### config.mk
export PLATFORM = sky130hd
export DESIGN_NAME = abs_diff_err_monitor
export DESIGN_NICKNAME = d
export VERILOG_FILES = /design/src/rtl/abs_diff_err_pkg.sv /design/src/rtl/abs_diff_exp_fifo.sv /design/src/rtl/abs_diff_err_monitor.sv
export SDC_FILE = /design/constraint.sdc
export NUM_CORES = 1
export LEC_CHECK = 0
export CAP_MARGIN = 15
export CELL_PAD_IN_SITES_DETAIL_PLACEMENT = 0
export CELL_PAD_IN_SITES_GLOBAL_PLACEMENT = 1
export CORE_MARGIN = 5
export CORE_UTILIZATION = 29
export DETAILED_ROUTE_END_ITERATION = 10
export PLACE_DENSITY_LB_ADDON = 0.2
export REMOVE_ABC_BUFFERS = 1
export SYNTH_ARGS = -nofsm -noshare
export SYNTH_HDL_FRONTEND = slang
export SYNTH_HIERARCHICAL = 1
export SYNTH_SLANG_ARGS = --single-unit
### constraint.sdc
create_clock -name clk -period 6.34 [get_ports clk]
set_input_delay 0.634 -clock clk [delete_from_list [all_inputs] [get_ports clk]]
set_output_delay 0.634 -clock clk [all_outputs]
set_load 0.005 [all_outputs]
### src/rtl/abs_diff_err_pkg.sv
// Shared types and helpers for the |a-b| error monitor: sweep state
// encoding, default widths and the exact absolute-difference reference.
package abs_diff_err_pkg;

   localparam int OP_W_DEF  = 4;
   localparam int OUT_W_DEF = 5;
   localparam int ET_DEF    = 16;
   localparam int DEPTH_DEF = 4;

   // Working width of the reference function; callers cast in and out.
   localparam int AD_W = 16;

   typedef enum logic [1:0] {
      IDLE  = 2'd0,
      RUN   = 2'd1,
      DRAIN = 2'd2,
      DONE  = 2'd3
   } state_t;

   function automatic logic [AD_W-1:0] abs_diff(input logic [AD_W-1:0] x,
                                                input logic [AD_W-1:0] y);
      return (x >= y) ? (x - y) : (y - x);
   endfunction

endpackage

### src/rtl/abs_diff_exp_fifo.sv
// Synchronous FIFO holding expected results for vectors still in flight in
// the circuit under evaluation. It is only a handful of entries deep and
// the head must be visible in the same cycle a result arrives, so the read
// port is asynchronous (distributed storage rather than block RAM).
module abs_diff_exp_fifo #(
   parameter int DW    = 5,
   parameter int DEPTH = 4
) (
   input  logic                     clk,
   input  logic                     rst_n,
   input  logic                     push,
   input  logic [DW-1:0]            push_data,
   input  logic                     pop,
   output logic [DW-1:0]            pop_data,
   output logic                     empty,
   output logic                     full,
   output logic [$clog2(DEPTH):0]   count
);

   localparam int AW = $clog2(DEPTH);
   localparam logic [AW:0] FULL_CNT = (AW+1)'(DEPTH);

   logic [DW-1:0] mem [DEPTH];
   logic [AW-1:0] wr_ptr_q, wr_ptr_d;
   logic [AW-1:0] rd_ptr_q, rd_ptr_d;
   logic [AW:0]   count_q, count_d;
   logic          do_push, do_pop;

   // Next pointers and occupancy; a simultaneous push and pop leaves the count alone.
   always_comb begin
      do_push  = push && (count_q != FULL_CNT);
      do_pop   = pop && (count_q != '0);
      wr_ptr_d = wr_ptr_q;
      rd_ptr_d = rd_ptr_q;
      count_d  = count_q;
      if (do_push) wr_ptr_d = wr_ptr_q + AW'(1);
      if (do_pop)  rd_ptr_d = rd_ptr_q + AW'(1);
      case ({do_push, do_pop})
         2'b10:   count_d = count_q + (AW+1)'(1);
         2'b01:   count_d = count_q - (AW+1)'(1);
         default: count_d = count_q;
      endcase
   end

   // Pointer and occupancy registers.
   always_ff @(posedge clk) begin
      if (!rst_n) begin
         wr_ptr_q <= '0;
         rd_ptr_q <= '0;
         count_q  <= '0;
      end else begin
         wr_ptr_q <= wr_ptr_d;
         rd_ptr_q <= rd_ptr_d;
         count_q  <= count_d;
      end
   end

   // Storage write; contents need no reset because occupancy guards every read.
   always_ff @(posedge clk) begin
      if (do_push) mem[wr_ptr_q] <= push_data;
   end

   assign pop_data = mem[rd_ptr_q];
   assign empty    = (count_q == '0);
   assign full     = (count_q == FULL_CNT);
   assign count    = count_q;

endmodule

### src/rtl/abs_diff_err_monitor.sv
// Exhaustive error evaluator for approximate |a-b| circuits. Sweeps every
// {b,a} input vector into the circuit, pairs each returned result with the
// exact |a-b| queued at issue time, and accumulates worst-case error, error
// sum and threshold-violation count.
// Optional build macro ABS_DIFF_ERR_FAIL_CAPTURE_EN adds fail_seen/fail_vec/
// fail_err, recording the first violating vector in issue order.
module abs_diff_err_monitor
   import abs_diff_err_pkg::*;
#(
   parameter int OP_W  = OP_W_DEF,
   parameter int OUT_W = OUT_W_DEF,
   parameter int ET    = ET_DEF,
   parameter int DEPTH = DEPTH_DEF
) (
   input  logic                      clk,
   input  logic                      rst_n,
   input  logic                      start,
   output logic                      vec_valid,
   input  logic                      vec_ready,
   output logic [2*OP_W-1:0]         vec,
   input  logic                      res_valid,
   input  logic [OUT_W-1:0]          dut_out,
   output logic                      busy,
   output logic                      done,
   output logic [OUT_W-1:0]          max_err,
   output logic [2*OP_W+OUT_W-1:0]   err_sum,
   output logic [2*OP_W:0]           viol_cnt,
   output logic                      pass,
   output logic                      proto_err
`ifdef ABS_DIFF_ERR_FAIL_CAPTURE_EN
   ,
   output logic                      fail_seen,
   output logic [2*OP_W-1:0]         fail_vec,
   output logic [OUT_W-1:0]          fail_err
`endif
);

   localparam int VEC_W = 2*OP_W;
   localparam int SUM_W = 2*OP_W + OUT_W;
   localparam int VC_W  = 2*OP_W + 1;
   localparam int CNT_W = $clog2(DEPTH) + 1;
`ifdef ABS_DIFF_ERR_FAIL_CAPTURE_EN
   localparam int FIFO_DW = VEC_W + OUT_W;
`else
   localparam int FIFO_DW = OUT_W;
`endif
   localparam logic [OUT_W:0] ET_CMP = (OUT_W+1)'(ET);

   state_t           state_q, state_d;
   logic [VEC_W-1:0] vec_q, vec_d;
   logic [OUT_W-1:0] max_err_q, max_err_d;
   logic [SUM_W-1:0] err_sum_q, err_sum_d;
   logic [VC_W-1:0]  viol_cnt_q, viol_cnt_d;
   logic             proto_err_q, proto_err_d;

   logic               issue_hs, start_ok, pop_ok, viol;
   logic [OUT_W-1:0]   exp_push, exp_pop, err;
   logic [FIFO_DW-1:0] fifo_wr, fifo_rd;
   logic               fifo_empty, fifo_full;
   logic [CNT_W-1:0]   fifo_count;

`ifdef ABS_DIFF_ERR_FAIL_CAPTURE_EN
   logic             fail_seen_q, fail_seen_d;
   logic [VEC_W-1:0] fail_vec_q, fail_vec_d;
   logic [OUT_W-1:0] fail_err_q, fail_err_d;
   logic [VEC_W-1:0] idx_pop;
`endif

   // Handshakes, exact reference for the vector being issued and error of the retiring result.
   always_comb begin
      issue_hs = vec_valid && vec_ready;
      start_ok = start && ((state_q == IDLE) || (state_q == DONE));
      pop_ok   = res_valid && !fifo_empty;
      exp_push = OUT_W'(abs_diff(AD_W'(vec_q[OP_W-1:0]), AD_W'(vec_q[VEC_W-1:OP_W])));
      exp_pop  = fifo_rd[OUT_W-1:0];
`ifdef ABS_DIFF_ERR_FAIL_CAPTURE_EN
      fifo_wr  = {vec_q, exp_push};
      idx_pop  = fifo_rd[FIFO_DW-1:OUT_W];
`else
      fifo_wr  = exp_push;
`endif
      err      = (dut_out >= exp_pop) ? (dut_out - exp_pop) : (exp_pop - dut_out);
      viol     = ({1'b0, err} > ET_CMP);
   end

   abs_diff_exp_fifo #(
      .DW    (FIFO_DW),
      .DEPTH (DEPTH)
   ) u_exp_fifo (
      .clk       (clk),
      .rst_n     (rst_n),
      .push      (issue_hs),
      .push_data (fifo_wr),
      .pop       (pop_ok),
      .pop_data  (fifo_rd),
      .empty     (fifo_empty),
      .full      (fifo_full),
      .count     (fifo_count)
   );

   // Sweep sequencing: issue every vector once, then wait for the pipeline to empty.
   always_comb begin
      state_d = state_q;
      vec_d   = vec_q;
      case (state_q)
         IDLE, DONE: begin
            if (start_ok) begin
               state_d = RUN;
               vec_d   = '0;
            end
         end
         RUN: begin
            if (issue_hs) begin
               vec_d = vec_q + VEC_W'(1);
               if (vec_q == '1) state_d = DRAIN;
            end
         end
         DRAIN: begin
            // Count is registered, so this only fires once the final pop has landed.
            if (fifo_count == '0) state_d = DONE;
         end
         default: state_d = IDLE;
      endcase
   end

   // Statistics update on each retired result; a new start clears everything in the same edge.
   always_comb begin
      max_err_d   = max_err_q;
      err_sum_d   = err_sum_q;
      viol_cnt_d  = viol_cnt_q;
      proto_err_d = proto_err_q;
`ifdef ABS_DIFF_ERR_FAIL_CAPTURE_EN
      fail_seen_d = fail_seen_q;
      fail_vec_d  = fail_vec_q;
      fail_err_d  = fail_err_q;
`endif
      if (pop_ok) begin
         if (err > max_err_q) max_err_d = err;
         err_sum_d = err_sum_q + SUM_W'(err);
         if (viol) viol_cnt_d = viol_cnt_q + VC_W'(1);
`ifdef ABS_DIFF_ERR_FAIL_CAPTURE_EN
         if (viol && !fail_seen_q) begin
            fail_seen_d = 1'b1;
            fail_vec_d  = idx_pop;
            fail_err_d  = err;
         end
`endif
      end
      // A result with nothing outstanding cannot be paired; flag it and drop it.
      if (res_valid && fifo_empty) proto_err_d = 1'b1;
      if (start_ok) begin
         max_err_d   = '0;
         err_sum_d   = '0;
         viol_cnt_d  = '0;
         proto_err_d = 1'b0;
`ifdef ABS_DIFF_ERR_FAIL_CAPTURE_EN
         fail_seen_d = 1'b0;
         fail_vec_d  = '0;
         fail_err_d  = '0;
`endif
      end
   end

   // State, vector counter and statistics registers.
   always_ff @(posedge clk) begin
      if (!rst_n) begin
         state_q     <= IDLE;
         vec_q       <= '0;
         max_err_q   <= '0;
         err_sum_q   <= '0;
         viol_cnt_q  <= '0;
         proto_err_q <= 1'b0;
`ifdef ABS_DIFF_ERR_FAIL_CAPTURE_EN
         fail_seen_q <= 1'b0;
         fail_vec_q  <= '0;
         fail_err_q  <= '0;
`endif
      end else begin
         state_q     <= state_d;
         vec_q       <= vec_d;
         max_err_q   <= max_err_d;
         err_sum_q   <= err_sum_d;
         viol_cnt_q  <= viol_cnt_d;
         proto_err_q <= proto_err_d;
`ifdef ABS_DIFF_ERR_FAIL_CAPTURE_EN
         fail_seen_q <= fail_seen_d;
         fail_vec_q  <= fail_vec_d;
         fail_err_q  <= fail_err_d;
`endif
      end
   end

   assign vec_valid = (state_q == RUN) && !fifo_full;
   assign vec       = vec_q;
   assign busy      = (state_q == RUN) || (state_q == DRAIN);
   assign done      = (state_q == DONE);
   assign max_err   = max_err_q;
   assign err_sum   = err_sum_q;
   assign viol_cnt  = viol_cnt_q;
   assign pass      = (state_q == DONE) && (viol_cnt_q == '0);
   assign proto_err = proto_err_q;
`ifdef ABS_DIFF_ERR_FAIL_CAPTURE_EN
   assign fail_seen = fail_seen_q;
   assign fail_vec  = fail_vec_q;
   assign fail_err  = fail_err_q;
`endif

endmodule
==> impl_metrics.csv, run 1 <==
group,metric,value,unit
run_status,status,"completed",
drt,routed.top_layer,"met4",
cts,cts_root_buffer,"clkbuf_16",
synthesis,synth.top_cell.area_share,22.69,%
power,p_leak,1.898,nW
drt,vias_per_cell,4.720,
cts,cts_resized,0,
min_path,holdPathEnd,"proto_err",
cts,clock_path_buffers,2,
placed_design,gp_congestion,0.8279,
drt,ant_nets,0,
synthesis,ys_seq_area_share,37.18,%
synthesis,syn_area,4146,sq um
timing,fmax,235.2,MHz
finish,layout-drive-gt1-share,8.554,%
floorplanning,start_util,29.76,%
finish,finalNonFillerCells,671,
finish,stdcell_area,5147,sq um
finish,multi_input_area,2361,sq um
floorplanning,core-area,13930,sq um
cts,htreeDepth,3,
drt,drtPass1Iterations,4,
placed_design,io_buffers,49,
timing,tightest_slew,0.6608,ns
placed_design,dp_cells,655,
drt,finalWirelength,9.168,mm
drt,drc,0,
cts,clk_latency,0.33,ns
run,drv_cap,0,
global_route,grt_pass1_wl,15.19,mm
cts,ctsHoldBuffers,0,
timing,slew_viol_final,0,
timing,period_minus_slack,4.251,ns
synthesis,synth_edf_count,20,
timing,finalClockSkew,0.007103,ns
drt,wl_met2,4.294,mm
finish,final_common_cell,"clkdlybuf4s50_1",
power,power_density,296.8,nW/um^2
finish,mostFrequentLayoutCells,"clkdlybuf4s50_1 (49), inv_1 (47), dfxtp_1 (47)",
min_path,hold_start,"proto_err",
synthesis,ys_warn_count,6,
critical_path,crit_path_max_fanout,14,
critical_path,end_kind,"flip-flop",
floorplanning,rows,43,
global_route,grt_max_degree,29,
critical_path,reg2reg_slack,2.09,ns
min_path,hold_depth,2,
critical_path,worstPathArrival,4.45,ns
finish,insertedDiodeCount,0,
timing,post-route-period-util,67.05,%
synthesis,synthArstFlopShare,0,%
cts,postCtsSetupBuffers,0,
timing,maxSlewHeadroom,55.83,%
placed_design,dp_hpwl,6.895,mm
min_path,min_path_type,"flip-flop to flip-flop",
power,power,0.001528,W
placed_design,pre_cts_ws,1.942,ns
floorplanning,die-area,16790,sq um
synthesis,synth_area_leaders,"dfxtp_1 (23%), edfxtp_1 (14%), ha_1 (12%), inv_1 (4.3%), a21oi_1 (3.7%)",
drt,met1_length,4.355,mm
synthesis,yosys.area.top_type,"dfxtp_1",
timing,setup_tns,0,ns
floorplanning,dieWidth,129.6,microns
synthesis,syn_avg_cell_area,9.532,sq um
cts,cts_tree,"built",
global_route,grt_pass1_vias,3167,
global_route,grt-ovfl-total,0,
cts,cts_buffers,9,
timing,finalSetupViolations,0,
power,peakVddDrop,0.0002430,V
synthesis,synthCells,435,
floorplanning,die_h,129.6,microns
global_route,antenna_found_initial,0,
timing,finalWorstSetupSlack,2.089,ns
drt,routed-via-count,3167,
critical_path,path_class,"flip-flop to flip-flop",
drt,post_drt_wl_per_cell,13.66,microns
finish,seqCellArea,1541,sq um
global_route,grt_usage,11.44,%
critical_path,cp.required,6.54,ns
finish,area_growth_syn_to_layout,24.14,%
drt,drt_iter0_drc,105,
synthesis,synthFlopType,"dfxtp_1",
timing,rsz0062_at_grt,"false",
finish,fillers,1441,
timing,finalHoldViolCount,0,
cts,cts_sinks,67,
synthesis,synth_seq_cells,67,
synthesis,ys_types,69,
placed_design,postPlaceCellArea,4798,sq um
critical_path,startpoint_type,"flip-flop",
floorplanning,ios,50,
cts,clk_pin_slew,0.06,ns
finish,layout.nets,541,
critical_path,reg2reg_depth,16,
critical_path,r2r-end,"err_sum[12]",
drt,wl_met3,392,microns
[power breakdown]
| group | internal [W] | switching, W |
|---|---|---|
| sequential | 0.000467 | 0.0000234 |
| clock | 0.000387 | 0.000198 |
| combinational | 0.000187 | 0.000265 |
[synthesized netlist by cell type, types with 2 or more instances]
cell      instances
a31o_2            3
or3_1             8
nand2b_1          6
edfxtp_1         20
nor2b_1          13
nand2_2           2
a211oi_1          3
buf_2             3
o211ai_1          2
nand4_1           4
nor4_1            5
xor2_1            9
and3_1            3
ha_1             39
mux2i_1           7
buf_6             2
inv_1            47
nand3_1          14
a21o_1            2
nor2_1           26
a21oi_1          31
and2_1           10
clkbuf_1          2
a31oi_1           3
dfxtp_1          47
o21ai_2           2
nand3b_1          4
xnor2_1          12
nand2_1          30
o21ai_0          19
mux4_2            5
fa_1              6
a21boi_1          2
nor3_1            8
and4_1            2
[worst max-delay path by stage]
| stage | cells past startpoint | start | slack, ns | endpoint |
|---|---|---|---|---|
| finish | 16 | flip-flop | 2.09 | err_sum[12] |
| global route | 16 | flip-flop | 1.61 | err_sum[12] |
| CTS | 16 | flip-flop | 2.02 | err_sum[12] |
| detailed placement | 17 | dut_out[1] | 1.94 | err_sum[12] |
| global placement | 17 | dut_out[1] | 2.02 | err_sum[12] |
| floorplan | 16 | flip-flop | 2.48 | err_sum[12] |
[area by class of cell]
class,instances,area share [%]
multi-input cells,311,45.87
well taps,180,4.375
clock buffers,9,4.375
inverters,48,3.500
flip-flops and latches,67,29.95
clock inverters,7,2.406
repair buffers,49,9.528
[through the flow]
stage	hold slack, ns	utilization (%)
after floorplan	0.4560	-
after global placement	0.4558	34.43
after detailed placement	0.4631	34.43
after CTS	0.4769	36.94
after global routing	0.4954	36.94
final	0.4686	36.94
[flip-flops by register name, summed over array words and instances (netlist names), named ones only]
signal / flops
u_exp_fifo/mem: 20
vec: 8
viol_cnt: 9
u_exp_fifo/count: 3
max_err: 5
proto_err: 1
state_q: 2
err_sum: 13
u_exp_fifo/rd_ptr_q: 2
u_exp_fifo/wr_ptr_q: 2
[cells by family after synthesis]
family | count (synthesis) | synth area share [%]
AND/OR/NAND/NOR | 148 | 20.37
AO/OA/AOI/OAI | 84 | 12.82
flip-flops | 67 | 37.18
buffers and inverters | 57 | 5.884
adder cells (fa/ha/maj) | 46 | 14.91
XOR/XNOR | 21 | 4.436
multiplexers | 12 | 4.406
[per-layer routing]
metal / up-vias / track usage, %
met4: 0 / 3.545
met3: 8 / 3.833
met2: 42 / 18.26
li1: 1626 / -
met5: - / 0
met1: 1491 / 14.68
[worst max-delay path, stage by stage (launching register included)]
cell	delay [ns]
dfxtp_1	0.53
mux4_2	0.58
ha_1	0.45
a31oi_1	0.28
o21ai_2	0.11
nor2_1	0.14
mux2i_1	0.28
inv_1	0.15
fa_1	0.44
a21o_1	0.17
a21oi_1	0.20
nor2b_1	0.07
o211a_1	0.23
and2_1	0.18
nand4_1	0.12
xor2_1	0.15
nor2_1	0.05
No activity file was read; power rests on OpenSTA's default activity.
==> run 2: changes to the inputs <==
clock period = 3.6 ns   (was 6.34 ns; I/O delays follow)
==> run 2 against run 1 <==
- register-to-register slack lost 2.2 ns
- largest power group is now combinational logic
- setup slack worse by 2.2 ns
- largest cell class unchanged
- global-route usage is 0.98 points higher
- the flow now finishes with violations (negative setup slack)
- critical path type unchanged
==> impl_metrics.csv, run 2 (synthesized netlist as in run 1, its figures left out) <==
group,metric,value,unit
cts,cts_root_buffer,"clkbuf_16",
critical_path,path_class,"flip-flop to flip-flop",
floorplanning,start_util,29.76,%
global_route,grt_pass1_vias,3449,
drt,vias_per_cell,4.615,
run_status,status,"finished with violations",
timing,finalWorstSetupSlack,-0.1412,ns
critical_path,critPathTopFamily,"simple AND/OR/NAND/NOR gates",
finish,mostFrequentLayoutCells,"buf_4 (52), clkdlybuf4s50_1 (49), dfxtp_1 (46)",
critical_path,crit_path_max_fanout,5,
power,comb_power_share,38.2,%
timing,fmax,267.3,MHz
cts,htreeDepth,3,
timing,finalSetupViolations,11,
run_status,failed_checks,"negative setup slack",
drt,drt_iter0_drc,91,
floorplanning,rows,43,
critical_path,cp.required,3.79,ns
cts,cts_sinks,67,
finish,finalNonFillerCells,725,
power,p_leak,2.165,nW
power,p_sw_share,33.57,%
critical_path,crit_chain,"mux4_2 > ha_4 > nor2b_4 > o2111a_2 > or4_4 > nand2_2 > xor2_1 > inv_2 > ha_4 > nand3b_1 > nor4_4 > buf_4 > a211oi_4 > nor3_1 > nor3_1",
power,power,0.002861,W
timing,period_minus_slack,3.741,ns
floorplanning,die_h,129.6,microns
cts,clk_pin_slew,0.06,ns
critical_path,end_kind,"flip-flop",
finish,largest_register_ff_count,20,
finish,layout.nets,595,
finish,multi_input_area,2590,sq um
timing,finalHoldViolCount,0,
critical_path,worstPathArrival,3.94,ns
power,p_int,0.001900,W
finish,stdcell_area,5761,sq um
critical_path,path_buf_inv,2,
cts,cts_tree,"built",
timing,rsz0062_at_grt,"true",
power,power_density,496.6,nW/um^2
finish,layout-drive-gt1-share,24.77,%
global_route,grt_usage,12.42,%
floorplanning,ios,50,
timing,post-route-period-util,103.9,%
drt,ant_nets,0,
finish,area_growth_syn_to_layout,38.93,%
drt,drc,0,
timing,finalClockSkew,0.007047,ns
cts,clock_path_buffers,2,
timing,tightest_slew,0.7033,ns
finish,regMostFlops,"u_exp_fifo/mem",
placed_design,pre_cts_ws,-0.4029,ns
critical_path,slowest_stage,"mux4_2",
placed_design,dp_hpwl,7.422,mm
cts,clk_latency,0.34,ns
floorplanning,core-area,13930,sq um
finish,fillers,1375,
global_route,grt_pass1_wl,16.59,mm
floorplanning,dieWidth,129.6,microns
power,p_clk_share,31.5,%
finish,seqCellArea,1545,sq um
power,peakVddDrop,0.0003856,V
critical_path,critical_path.max_stage_delay,0.55,ns
global_route,grt-ovfl-total,0,
finish,insertedDiodeCount,0,
timing,slew_viol_final,0,
critical_path,startpoint_type,"flip-flop",
placed_design,dp_cells,699,
drt,drtPass1Iterations,4,
timing,setup_tns,-1.020,ns
cts,cts_buffers,9,
global_route,antenna_found_initial,0,
global_route,grt_max_degree,29,
finish,final_common_cell,"buf_4",
floorplanning,die-area,16790,sq um
power,switchingPower,0.0009602,W
timing,maxSlewHeadroom,52.83,%
cts,ctsHoldBuffers,0,
placed_design,postPlaceCellArea,5141,sq um
run,drv_cap,0,
drt,finalWirelength,9.678,mm
drt,post_drt_wl_per_cell,13.35,microns
power,pwr-share-seq,30.2,%
placed_design,io_buffers,49,
placed_design,gp_congestion,0.8496,
min_path,min_path_type,"flip-flop to flip-flop",
drt,routed-via-count,3346,
run 2: cell count changes in the layout (fill, tap and decap cells not counted), sizes merged:
cell      change
buf          +54
inv           +3
bufinv        -2
clkinv        -2
clkinvlp      +1
run 2: layer usage:
layer	wire [microns]	share of wire (%)	track usage (%)	vias up
li1	-	-	-	1733
met1	4543	47	15.64	1547
met2	4629	48	20.26	51
met3	327	3.4	3.421	15
met4	178	1.8	4.768	0
met5	0	0	0	-
run 2: tightest hold or removal path, cell delays in order (launching register included):
cell	delay [ns]
dfxtp_1	0.33
a21oi_1	0.04
nor2_1	0.07
run 2: final cells by class:
type	count	share of cell area, %
Sequential cell	67	26.82
Clock inverter	7	1.434
Inverter	48	3.128
Tap cell	180	3.910
Clock buffer	9	3.910
Timing Repair Buffer	103	15.83
Multi-Input combinational cell	311	44.96
run 2: worst paths after layout:
| check | startpoint | to | slack (ns) | depth (start not counted) |
|---|---|---|---|---|
| worst max-delay path | flip-flop | max_err[4] | -0.14 | 15 |
| worst min-delay path | proto_err | proto_err | 0.47 | 2 |
| worst min register to register | proto_err | proto_err | 0.47 | 2 |
| worst max register to register | flip-flop | max_err[4] | -0.14 | 15 |
run 2: repair_timing:
item,4_1_cts,5_1_grt
resized for setup,40,9
pin swaps,7,14
setup endpoints to repair,19,18
buffers inserted,3,7
run 2: power groups by stage:
stage               Clock [W]  Combinational (W)  Sequential, W
CTS                  0.000937            0.00104       0.000866
detailed placement          0           0.000922       0.000881
finish               0.000902            0.00109       0.000865
global placement            0           0.000923       0.000879
floorplan                   0           0.000561       0.000872
global route         0.000974            0.00122       0.000873
run 2: through the flow:
stage / utilization (%) / hold WS [ns]
floorplan: - / 0.4560
global placement: 36.90 / 0.4552
detailed placement: 36.90 / 0.4652
CTS: 40.63 / 0.4795
global route: 41.34 / 0.5032
finish: 41.34 / 0.4704
